===== src/rtl/mycpu_div_unit_if.sv =====
// Handshake/bus bundle between EX (master) and the multi-cycle divider (slave).
interface mycpu_div_unit_if #(
  parameter int WIDTH = 32
);
  logic             start;
  logic             signed_div;
  logic             cancel;
  logic [WIDTH-1:0] dividend;
  logic [WIDTH-1:0] divisor;
  logic             busy;
  logic             ready;
  logic [WIDTH-1:0] quotient;
  logic [WIDTH-1:0] remainder;
  logic             div_by_zero;
  logic             stallreq;

  modport master (
    output start, signed_div, cancel, dividend, divisor,
    input  busy, ready, quotient, remainder, div_by_zero, stallreq
  );

  modport slave (
    input  start, signed_div, cancel, dividend, divisor,
    output busy, ready, quotient, remainder, div_by_zero, stallreq
  );
endinterface


===== src/rtl/mycpu_div_unit.sv =====
// Restoring one-bit-per-cycle divider for MIPS DIV/DIVU: quotient -> LO, remainder -> HI.
// Optional macro DIV_EARLY_OUT_EN: skip iteration when |dividend| < |divisor|.
module mycpu_div_unit #(
  parameter int WIDTH = 32
) (
  input logic              clk,
  input logic              rst,
  mycpu_div_unit_if.slave  div_if
);
  localparam int CNT_W = $clog2(WIDTH) + 1;

  typedef enum logic [1:0] {IDLE, CALC, DONE} state_e;

  state_e           state_q, state_d;
  logic [WIDTH-1:0] rem_q, rem_d;
  logic [WIDTH-1:0] dvd_q, dvd_d;
  logic [WIDTH-1:0] dvs_q, dvs_d;
  logic [CNT_W-1:0] cnt_q, cnt_d;
  logic             qs_q, qs_d;
  logic             rs_q, rs_d;
  logic             dbz_q, dbz_d;
  logic [WIDTH-1:0] quot_q, quot_d;
  logic [WIDTH-1:0] remd_q, remd_d;
  logic             dbz_out_q, dbz_out_d;

  logic             a_neg, b_neg, early, accept, finish, ge;
  logic [WIDTH-1:0] mag_a, mag_b, fix_q, fix_r, sub;
  logic [WIDTH:0]   shifted;

  assign a_neg  = div_if.signed_div & div_if.dividend[WIDTH-1];
  assign b_neg  = div_if.signed_div & div_if.divisor[WIDTH-1];
  assign mag_a  = a_neg ? -div_if.dividend : div_if.dividend;
  assign mag_b  = b_neg ? -div_if.divisor : div_if.divisor;
  assign accept = (state_q == IDLE) & div_if.start & ~div_if.cancel;
  assign finish = (state_q == DONE) & ~div_if.cancel;

`ifdef DIV_EARLY_OUT_EN
  assign early = (mag_b != '0) && (mag_a < mag_b);
`else
  assign early = 1'b0;
`endif

  // The low WIDTH bits of the difference are exact whenever the compare says it fits.
  assign shifted = {rem_q, dvd_q[WIDTH-1]};
  assign ge      = shifted >= {1'b0, dvs_q};
  assign sub     = shifted[WIDTH-1:0] - dvs_q;
  assign fix_q   = qs_q ? -dvd_q : dvd_q;
  assign fix_r   = rs_q ? -rem_q : rem_q;

  always_comb begin
    state_d   = state_q;
    rem_d     = rem_q;
    dvd_d     = dvd_q;
    dvs_d     = dvs_q;
    cnt_d     = cnt_q;
    qs_d      = qs_q;
    rs_d      = rs_q;
    dbz_d     = dbz_q;
    quot_d    = quot_q;
    remd_d    = remd_q;
    dbz_out_d = dbz_out_q;
    case (state_q)
      IDLE: begin
        if (accept) begin
          // Early-out preloads the remainder so DONE's sign fix-up yields q=0, r=dividend.
          rem_d   = early ? mag_a : '0;
          dvd_d   = early ? '0 : mag_a;
          dvs_d   = mag_b;
          cnt_d   = CNT_W'(WIDTH);
          qs_d    = a_neg ^ b_neg;
          rs_d    = a_neg;
          dbz_d   = (div_if.divisor == '0);
          state_d = early ? DONE : CALC;
        end
      end
      CALC: begin
        if (div_if.cancel) begin
          state_d = IDLE;
        end else begin
          rem_d = ge ? sub : shifted[WIDTH-1:0];
          dvd_d = {dvd_q[WIDTH-2:0], ge};
          cnt_d = cnt_q - CNT_W'(1);
          if (cnt_q == CNT_W'(1)) state_d = DONE;
        end
      end
      DONE: begin
        state_d = IDLE;
        if (finish) begin
          quot_d    = fix_q;
          remd_d    = fix_r;
          dbz_out_d = dbz_q;
        end
      end
      default: state_d = IDLE;
    endcase
  end

  always_ff @(posedge clk or negedge rst) begin
    if (!rst) begin
      state_q   <= IDLE;
      rem_q     <= '0;
      dvd_q     <= '0;
      dvs_q     <= '0;
      cnt_q     <= '0;
      qs_q      <= 1'b0;
      rs_q      <= 1'b0;
      dbz_q     <= 1'b0;
      quot_q    <= '0;
      remd_q    <= '0;
      dbz_out_q <= 1'b0;
    end else begin
      state_q   <= state_d;
      rem_q     <= rem_d;
      dvd_q     <= dvd_d;
      dvs_q     <= dvs_d;
      cnt_q     <= cnt_d;
      qs_q      <= qs_d;
      rs_q      <= rs_d;
      dbz_q     <= dbz_d;
      quot_q    <= quot_d;
      remd_q    <= remd_d;
      dbz_out_q <= dbz_out_d;
    end
  end

  // Results are presented combinationally in the ready cycle so EX can retire without waiting.
  assign div_if.busy        = (state_q == CALC) || (state_q == DONE);
  assign div_if.stallreq    = accept || (state_q == CALC);
  assign div_if.ready       = finish;
  assign div_if.quotient    = finish ? fix_q : quot_q;
  assign div_if.remainder   = finish ? fix_r : remd_q;
  assign div_if.div_by_zero = finish ? dbz_q : dbz_out_q;
endmodule


===== src/flat_wrapper.sv =====
// flat-port wrapper written by rule: the top's interface ports become plain ports
module mycpu_div_unit_flat 
#(
  parameter int WIDTH = 32
)
  (clk, rst, div_if_start, div_if_signed_div, div_if_cancel, div_if_dividend, div_if_divisor, div_if_busy, div_if_ready, div_if_quotient, div_if_remainder, div_if_div_by_zero, div_if_stallreq);
  mycpu_div_unit_if #(.WIDTH(WIDTH)) div_if_i ();
  input logic clk;
  input logic rst;
  input wire logic [$bits(div_if_i.start)-1:0] div_if_start;
  input wire logic [$bits(div_if_i.signed_div)-1:0] div_if_signed_div;
  input wire logic [$bits(div_if_i.cancel)-1:0] div_if_cancel;
  input wire logic [$bits(div_if_i.dividend)-1:0] div_if_dividend;
  input wire logic [$bits(div_if_i.divisor)-1:0] div_if_divisor;
  output wire logic [$bits(div_if_i.busy)-1:0] div_if_busy;
  output wire logic [$bits(div_if_i.ready)-1:0] div_if_ready;
  output wire logic [$bits(div_if_i.quotient)-1:0] div_if_quotient;
  output wire logic [$bits(div_if_i.remainder)-1:0] div_if_remainder;
  output wire logic [$bits(div_if_i.div_by_zero)-1:0] div_if_div_by_zero;
  output wire logic [$bits(div_if_i.stallreq)-1:0] div_if_stallreq;
  assign div_if_i.start = div_if_start;
  assign div_if_i.signed_div = div_if_signed_div;
  assign div_if_i.cancel = div_if_cancel;
  assign div_if_i.dividend = div_if_dividend;
  assign div_if_i.divisor = div_if_divisor;
  assign div_if_busy = div_if_i.busy;
  assign div_if_ready = div_if_i.ready;
  assign div_if_quotient = div_if_i.quotient;
  assign div_if_remainder = div_if_i.remainder;
  assign div_if_div_by_zero = div_if_i.div_by_zero;
  assign div_if_stallreq = div_if_i.stallreq;
  mycpu_div_unit #(.WIDTH(WIDTH)) u_core (.clk(clk), .rst(rst), .div_if(div_if_i));
endmodule

===== config.mk =====
export PLATFORM = sky130hd
export DESIGN_NAME = mycpu_div_unit_flat
export DESIGN_NICKNAME = d
export VERILOG_FILES = /design/src/rtl/mycpu_div_unit_if.sv /design/src/rtl/mycpu_div_unit.sv /design/src/flat_wrapper.sv
export SDC_FILE = /design/constraint.sdc
export NUM_CORES = 1
export LEC_CHECK = 0
export BUFFER_PORTS_ARGS = -buffer_cell sky130_fd_sc_hd__buf_2
export CORE_ASPECT_RATIO = 0.75
export CORE_MARGIN = 8
export CORE_UTILIZATION = 35
export DETAILED_ROUTE_END_ITERATION = 6
export PLACE_DENSITY = 0.56
export SYNTH_ARGS = -nofsm -noshare
export SYNTH_HDL_FRONTEND = slang
export SYNTH_SLANG_ARGS = --single-unit

===== constraint.sdc =====
create_clock -name clk -period 2.9 [get_ports clk]
set_clock_uncertainty 0.1 [all_clocks]
set_input_delay 0.145 -clock clk [delete_from_list [all_inputs] [get_ports clk]]
set_output_delay 0.145 -clock clk [all_outputs]
set_load 0.01 [all_outputs]

== After elaboration in Yosys (flattened, before gate mapping) ==
Index checks and enable logic that the tools add are counted.

* $add $sub $neg: 6
* $mul: 0
* Div/mod/pow operators: 0
* Magnitude comparators: 1
* Equality and inequality tests: 6
* Shift-type cells: 0
* Muxes and demuxes: 21
* Bitwise operators: 7
* Reduce and logical (&&, ||, !) cells: 8

{| class="wikitable"
|+ Operators by type and width
! kind !! count
|-
| two-way mux 32 bit || 11
|-
| negator 32 bit || 4
|-
| one-hot mux 32 bit (2 select lines) || 2
|-
| >= comparator 33 x 32 -> 1 bit || 1
|-
| zero test 32 bit || 1
|-
| subtractor 32 bit || 1
|-
| two-way mux 6 bit || 2
|-
| one-hot mux 6 bit (2 select lines) || 1
|-
| == test 6 x 1 -> 1 bit (second input constant) || 1
|-
| two-way mux 2 bit || 3
|-
| subtractor 6 x 1 -> 6 bit (second input constant) || 1
|-
| bitwise AND 1 bit || 5
|-
| one-hot mux 2 bit (2 select lines) || 1
|-
| AND reduction 2 bit || 2
|-
| inequality test 3 x 2 -> 1 bit (second input constant) || 1
|-
| AND reduction 3 bit || 1
|-
| == test 2 x 1 -> 1 bit (second input constant) || 1
|-
| == test 2 bit (second input constant) || 1
|-
| zero test 2 bit || 1
|-
| logical OR 1 bit || 2
|-
| inequality test 2 x 1 -> 1 bit (second input constant) || 1
|-
| inequality test 2 bit (second input constant) || 1
|-
| nonzero test 2 bit || 1
|-
| two-way mux 1 bit || 1
|-
| other kinds (2) || 2
|}

* Register bits after elaboration: 172
* Bits in latches: 0
* Memory bits (writable): 0
* Bits in read-only memories: 0
* Input bits: 69
* Output and inout bits: 68
* Logic and storage cells: 60
* Memories kept: 0

== Logic depth before layout (Yosys ltp) ==
* Word-level depth: 5
* Depth in mapped cells: 12
* Gate-level depth less buffers: 12

== Worst setup path after synthesis ==
OpenSTA, ideal clock, no wires.

* Kind: register to register
* Start point: reg u_core.rem_q[8]
* End point: reg u_core.rem_q[16]
* Library setup time: 0.139 ns
* Data arrival time: 2.668 ns
* Required time: 2.661 ns
* Setup slack: -0.007 ns
* Cell stages (with the launch flop): 12
* Buffers on the path: 2
* Clock period less this slack: 2.907 ns
* Cell sequence: dfrtp_1 ha_1 clkbuf_1 and4_1 and2_1 a31o_2 o21bai_1 a21bo_2 a21oi_2 nor2_1 clkbuf_1 o211ai_1

* Longest elaborated chain between the ends: 4
* Elaborated cells between the ends (all ways): 5
* Classes of those cells: add/sub (1); order compare (1); mux (3)

{| class="wikitable"
|+ RTL lines
! element !! RTL line !! RTL
|-
| start: declaration || mycpu_div_unit.sv:15 || <nowiki>logic [WIDTH-1:0] rem_q, rem_d;</nowiki>
|-
| start signal: assignment || mycpu_div_unit.sv:113 || <nowiki>rem_q <= rem_d;</nowiki>
|-
| subtractor 32 bit / >= comparator 33 x 32 -> 1 bit (equally long branches) || mycpu_div_unit.sv:46, mycpu_div_unit.sv:45 ||
|-
| two-way mux 32 bit * || mycpu_div_unit.sv:80 || <nowiki>rem_d = ge ? sub : shifted[WIDTH-1:0];</nowiki>
|-
| two-way mux 32 bit * || mycpu_div_unit.sv:77 || <nowiki>if (div_if.cancel) begin</nowiki>
|-
| one-hot mux 32 bit (2 select lines) * || mycpu_div_unit.sv:62 || <nowiki>case (state_q)</nowiki>
|}

Every way passes the cells marked *; elsewhere a longest branch is shown, timed or not. The select of a mux whose other input is x is not followed.
A chain may end at the register's enable or synchronous reset.

== Final worst setup path ==
* Start point: reg u_core.dvd_q[10]
* End point: out div_if_quotient[31]

* Longest elaborated chain between the ends: 3

{| class="wikitable"
|+ RTL lines
! element !! RTL line !! RTL
|-
| start: declaration || mycpu_div_unit.sv:16 || <nowiki>logic [WIDTH-1:0] dvd_q, dvd_d;</nowiki>
|-
| start signal: assignment || mycpu_div_unit.sv:114 || <nowiki>dvd_q <= dvd_d;</nowiki>
|-
| negator 32 bit || mycpu_div_unit.sv:47 || <nowiki>assign fix_q = qs_q ? -dvd_q : dvd_q;</nowiki>
|-
| two-way mux 32 bit || mycpu_div_unit.sv:47 ||
|-
| two-way mux 32 bit || n/a ||
|-
| end: declaration || flat_wrapper.sv:17 || <nowiki>output wire logic [$bits(div_if_i.quotient)-1:0] div_if_quotient;</nowiki>
|}

No other way between the ends.

==> metrics.txt <==
run status=complete, but fails checks; violations in the final reports=negative setup slack; half-perimeter wire length of the detailed placement result=30900 um; Sequential cell area=4310 um^2; max-cap violations=0; share of the yosys chip area belonging to registers=36.3%; Std-Cell Rows=58; transition at the pin with the smallest max-transition slack=1260 ps; Hold WC Path Type=input pin to flip-flop; final-layout setup total negative slack=-9180 ps; Clk Latency, worst-skew pair=440 ps; final worst-path cycle share=118%; netlist area before placement=11900 um^2; combined area of the multi-input logic cells=7850 um^2; number of detailed-routing iterations run before antenna repair=5; clock network fraction of total power=16.6%; clock tree from TritonCTS=done; Syn Nets=1563; cell-internal power=7680 uW; Top FF cell, synth=sky130_fd_sc_hd__dfrtp_1; sum of overflow across all layers after global routing=0; layout net count=1892; Layout fillers=3196; Worst setup SP type=flip-flop; library cells used by synthesis=71; Final Wtd Congestion=0.917; share of total power in combinational logic=55.1%; count of input and output buffers=136; global-route wire length before repair=63100 um; number of remaining DRC errors=0; Max-Slew Margin vs Limit=16.1%; final critical-path setup slack=-531 ps; largest buffer count on any clock path=2; number of antenna violations at the first check in global routing=6; via count=11.9k; CP endpoint kind=output pin; master cell of the clock root buffer=sky130_fd_sc_hd__clkbuf_16; Hold WS=28.9 ps; maximum number of pins on one net before global-route repair=71; Sequential Power Share=28.3%; count of flip-flops with a built-in enable after synthesis=0; synthesis-to-layout area growth=38.7%; fraction of final layout cells sized beyond drive strength 1=28.6%; minimum period implied by the final worst setup slack=3430 ps; critical setup path kind=flip-flop to output pin; data arrival time of the critical path=3190 ps; via count of the first global-routing pass=11.2k; Routed wire per std cell=18.2 um; Clock transition at path regs=80 ps; fraction of registers with async set/reset=100%; ANT nets after route=0; Final Hold Viols=0; final wirelength=40900 um; detailed-route vias per instance=5.32; H-tree levels=4; DRC marker count from the first detailed-route iteration=951; Lkg Pwr=0.00738 uW; switch share=44.4%; total power of the final layout=13800 uW; count of pins on the block boundary=137; number of clock sinks seen by CTS=172; Util after Layout=49.1%; die outline area=40100 um^2; power spent charging and discharging nets=6140 uW; unrepaired setup endpoints after global routing=yes; required time at the endpoint of the critical path=2650 ps; post-synthesis instance total=1452; Core ar.=33500 um^2; Num CTS Buffers=17; Initial Utilization=35.4%; setup-violating endpoint count in the final report=32; average footprint of a synthesized cell=8.16 um^2; total of warnings raised by yosys=0; Peak Freq=0.291 GHz; worst setup slack before clock tree synthesis=-77.4 ps; number of pins exceeding their max-slew limit in the final report=0; power per unit of standard cell area=841 nW/um^2; number of flip-flops and latches in the synthesized netlist=172; horizontal die dimension=229 um; overall die height=175 um; GRT Util Overall=19.5%; critical path peak fanout=5; worst-case vdd ir drop=0.390 mV
-- flip-flops by register name, indices dropped and copies added, names as in the netlist --
| signal | flops |
|---|---|
| u_core.cnt_q | 6 |
| u_core.dbz_out_q | 1 |
| u_core.dbz_q | 1 |
| u_core.dvd_q | 32 |
| u_core.dvs_q | 32 |
| u_core.qs_q | 1 |
| u_core.quot_q | 32 |
| u_core.rem_q | 32 |
| u_core.remd_q | 32 |
| u_core.rs_q | 1 |
| u_core.state_q | 2 |
-- logic make-up (layout without fill, tap and decap cells) --
group | count (synthesis) | after routing | synth area share (%)
adders and majority gates | 42 | 42 | 4.50
other | 0 | 2 | 0
and+or+nand+nor | 448 | 448 | 18.2
AOI/OAI and AO/OA | 497 | 497 | 25.3
muxes | 5 | 5 | 0.422
buffers and inverters | 142 | 484 | 4.53
xor gates and xnor gates | 146 | 146 | 10.8
DFF | 172 | 172 | 36.3
-- layout by cell type, fill, tap and decap left out, types with 9 or more instances in the layout --
cell,n
sky130_fd_sc_hd__o22ai_1,26
sky130_fd_sc_hd__and2_1,9
sky130_fd_sc_hd__o21ai_2,9
sky130_fd_sc_hd__dfrtp_1,169
sky130_fd_sc_hd__o21ai_0,168
sky130_fd_sc_hd__nand2_1,193
sky130_fd_sc_hd__ha_1,36
sky130_fd_sc_hd__o41ai_1,9
sky130_fd_sc_hd__buf_2,136
sky130_fd_sc_hd__inv_1,46
sky130_fd_sc_hd__clkbuf_16,17
sky130_fd_sc_hd__nand3_1,17
sky130_fd_sc_hd__xor2_2,11
sky130_fd_sc_hd__or3_1,17
sky130_fd_sc_hd__o21ai_1,53
sky130_fd_sc_hd__dlygate4sd3_1,58
sky130_fd_sc_hd__nand4_1,31
sky130_fd_sc_hd__nor2_1,62
sky130_fd_sc_hd__o211ai_1,10
sky130_fd_sc_hd__buf_4,190
sky130_fd_sc_hd__a21o_1,22
sky130_fd_sc_hd__buf_6,11
sky130_fd_sc_hd__xor2_1,86
sky130_fd_sc_hd__o31ai_1,19
sky130_fd_sc_hd__xnor2_1,46
sky130_fd_sc_hd__o31ai_4,11
sky130_fd_sc_hd__nor3_1,24
sky130_fd_sc_hd__a21oi_1,82
sky130_fd_sc_hd__and3_1,14
-- what timing repair did --
item / 4_1_cts / 5_1_grt
hold buffers: 58 / 0
endpoints found under the hold margin: 125 / 0
gates cloned: 0 / 1
endpoints found under the setup margin: 41 / 88
pin swaps: 31 / 70
gates resized for setup: 70 / 134
setup buffers: 9 / 23
-- power groups by stage --
stage	combinational, uW	clock, uW	sequential (uW)
after global routing	8380	2430	4020
after detailed placement	6560	0	3870
after global placement	6490	0	3830
after floorplan	3970	0	3730
after CTS	7000	2350	3860
final	7610	2290	3920
-- cells in the mapped netlist, drive strengths merged (3+ instances only) --
cell | count | area [um^2]
a211oi | 3 | 22.5
a21boi | 4 | 30.0
a21o | 23 | 173
a21oi | 89 | 449
a31o | 3 | 26.3
a31oi | 10 | 62.6
and2 | 9 | 56.3
and3 | 14 | 87.6
and4 | 3 | 26.3
buf | 11 | 45.0
clkbuf | 80 | 300
dfrtp | 172 | 4300
ha | 41 | 513
inv | 51 | 191
mux2i | 5 | 50.1
nand2 | 200 | 751
nand2b | 9 | 56.3
nand3 | 19 | 95.1
nand4 | 31 | 194
nor2 | 66 | 248
nor2b | 7 | 43.8
nor3 | 28 | 145
nor3b | 4 | 30.0
nor4 | 10 | 68.8
o2111ai | 3 | 26.3
o211ai | 10 | 75.1
o21a | 4 | 30.0
o21ai | 233 | 1170
o221ai | 3 | 26.3
o22ai | 28 | 175
o311ai | 10 | 87.6
o31ai | 36 | 308
o41ai | 18 | 158
or2 | 4 | 25.0
or3 | 23 | 159
or4 | 13 | 105
xnor2 | 48 | 420
xor2 | 98 | 858
-- layer usage --
metal / GRT usage (%) / wire length [um]
met5: 0 / 55
met4: 4.78 / 556
met3: 5.82 / 3660
met2: 24.7 / 15600
met1: 30.9 / 21100
-- worst max-delay path: stages, from the launching register on --
cell                      delay, ps
sky130_fd_sc_hd__dfrtp_1        380
sky130_fd_sc_hd__or4_4          530
sky130_fd_sc_hd__or3_4          350
sky130_fd_sc_hd__or3_4          400
sky130_fd_sc_hd__or3_4          410
sky130_fd_sc_hd__o31ai_4        270
sky130_fd_sc_hd__xnor2_2        120
sky130_fd_sc_hd__o21ai_1        140
sky130_fd_sc_hd__buf_2          150
-- metrics by stage --
step | cell area [um^2] | instances
finish | 16400 | 2246
global route | 16400 | 2246
CTS | 15700 | 2223
detailed placement | 14200 | 2126
global placement | 14200 | 2126
floorplan | 11900 | 1452
-- worst paths after layout --
check,cells past startpoint,slack [ps],start,endpoint
min in group asynchronous,2,180,rst,u_core.dvs_q[12]$_DFFE_PN0P_
min reg2reg,2,370,u_core.quot_q[20]$_DFFE_PN0N_,u_core.quot_q[20]$_DFFE_PN0N_
max,8,-530,u_core.dvd_q[10]$_DFFE_PN0P_,div_if_quotient[31]
max in group asynchronous,3,1740,rst,u_core.dvd_q[5]$_DFFE_PN0P_
max reg2reg,8,0,u_core.dvd_q[10]$_DFFE_PN0P_,u_core.quot_q[29]$_DFFE_PN0N_
min,3,30,div_if_divisor[0],u_core.dvs_q[0]$_DFFE_PN0P_
-- area by class of cell --
class                   instances  area share [%]
multi-input cells            1138            47.8
flip-flops and latches        172            26.2
repair buffers                401            17.8
well taps                     450            3.43
clock buffers                  17            2.59
inverters                      51            1.20
clock inverters                15           0.967
diodes                          2          0.0304
Power figures use the tool's default switching activity.
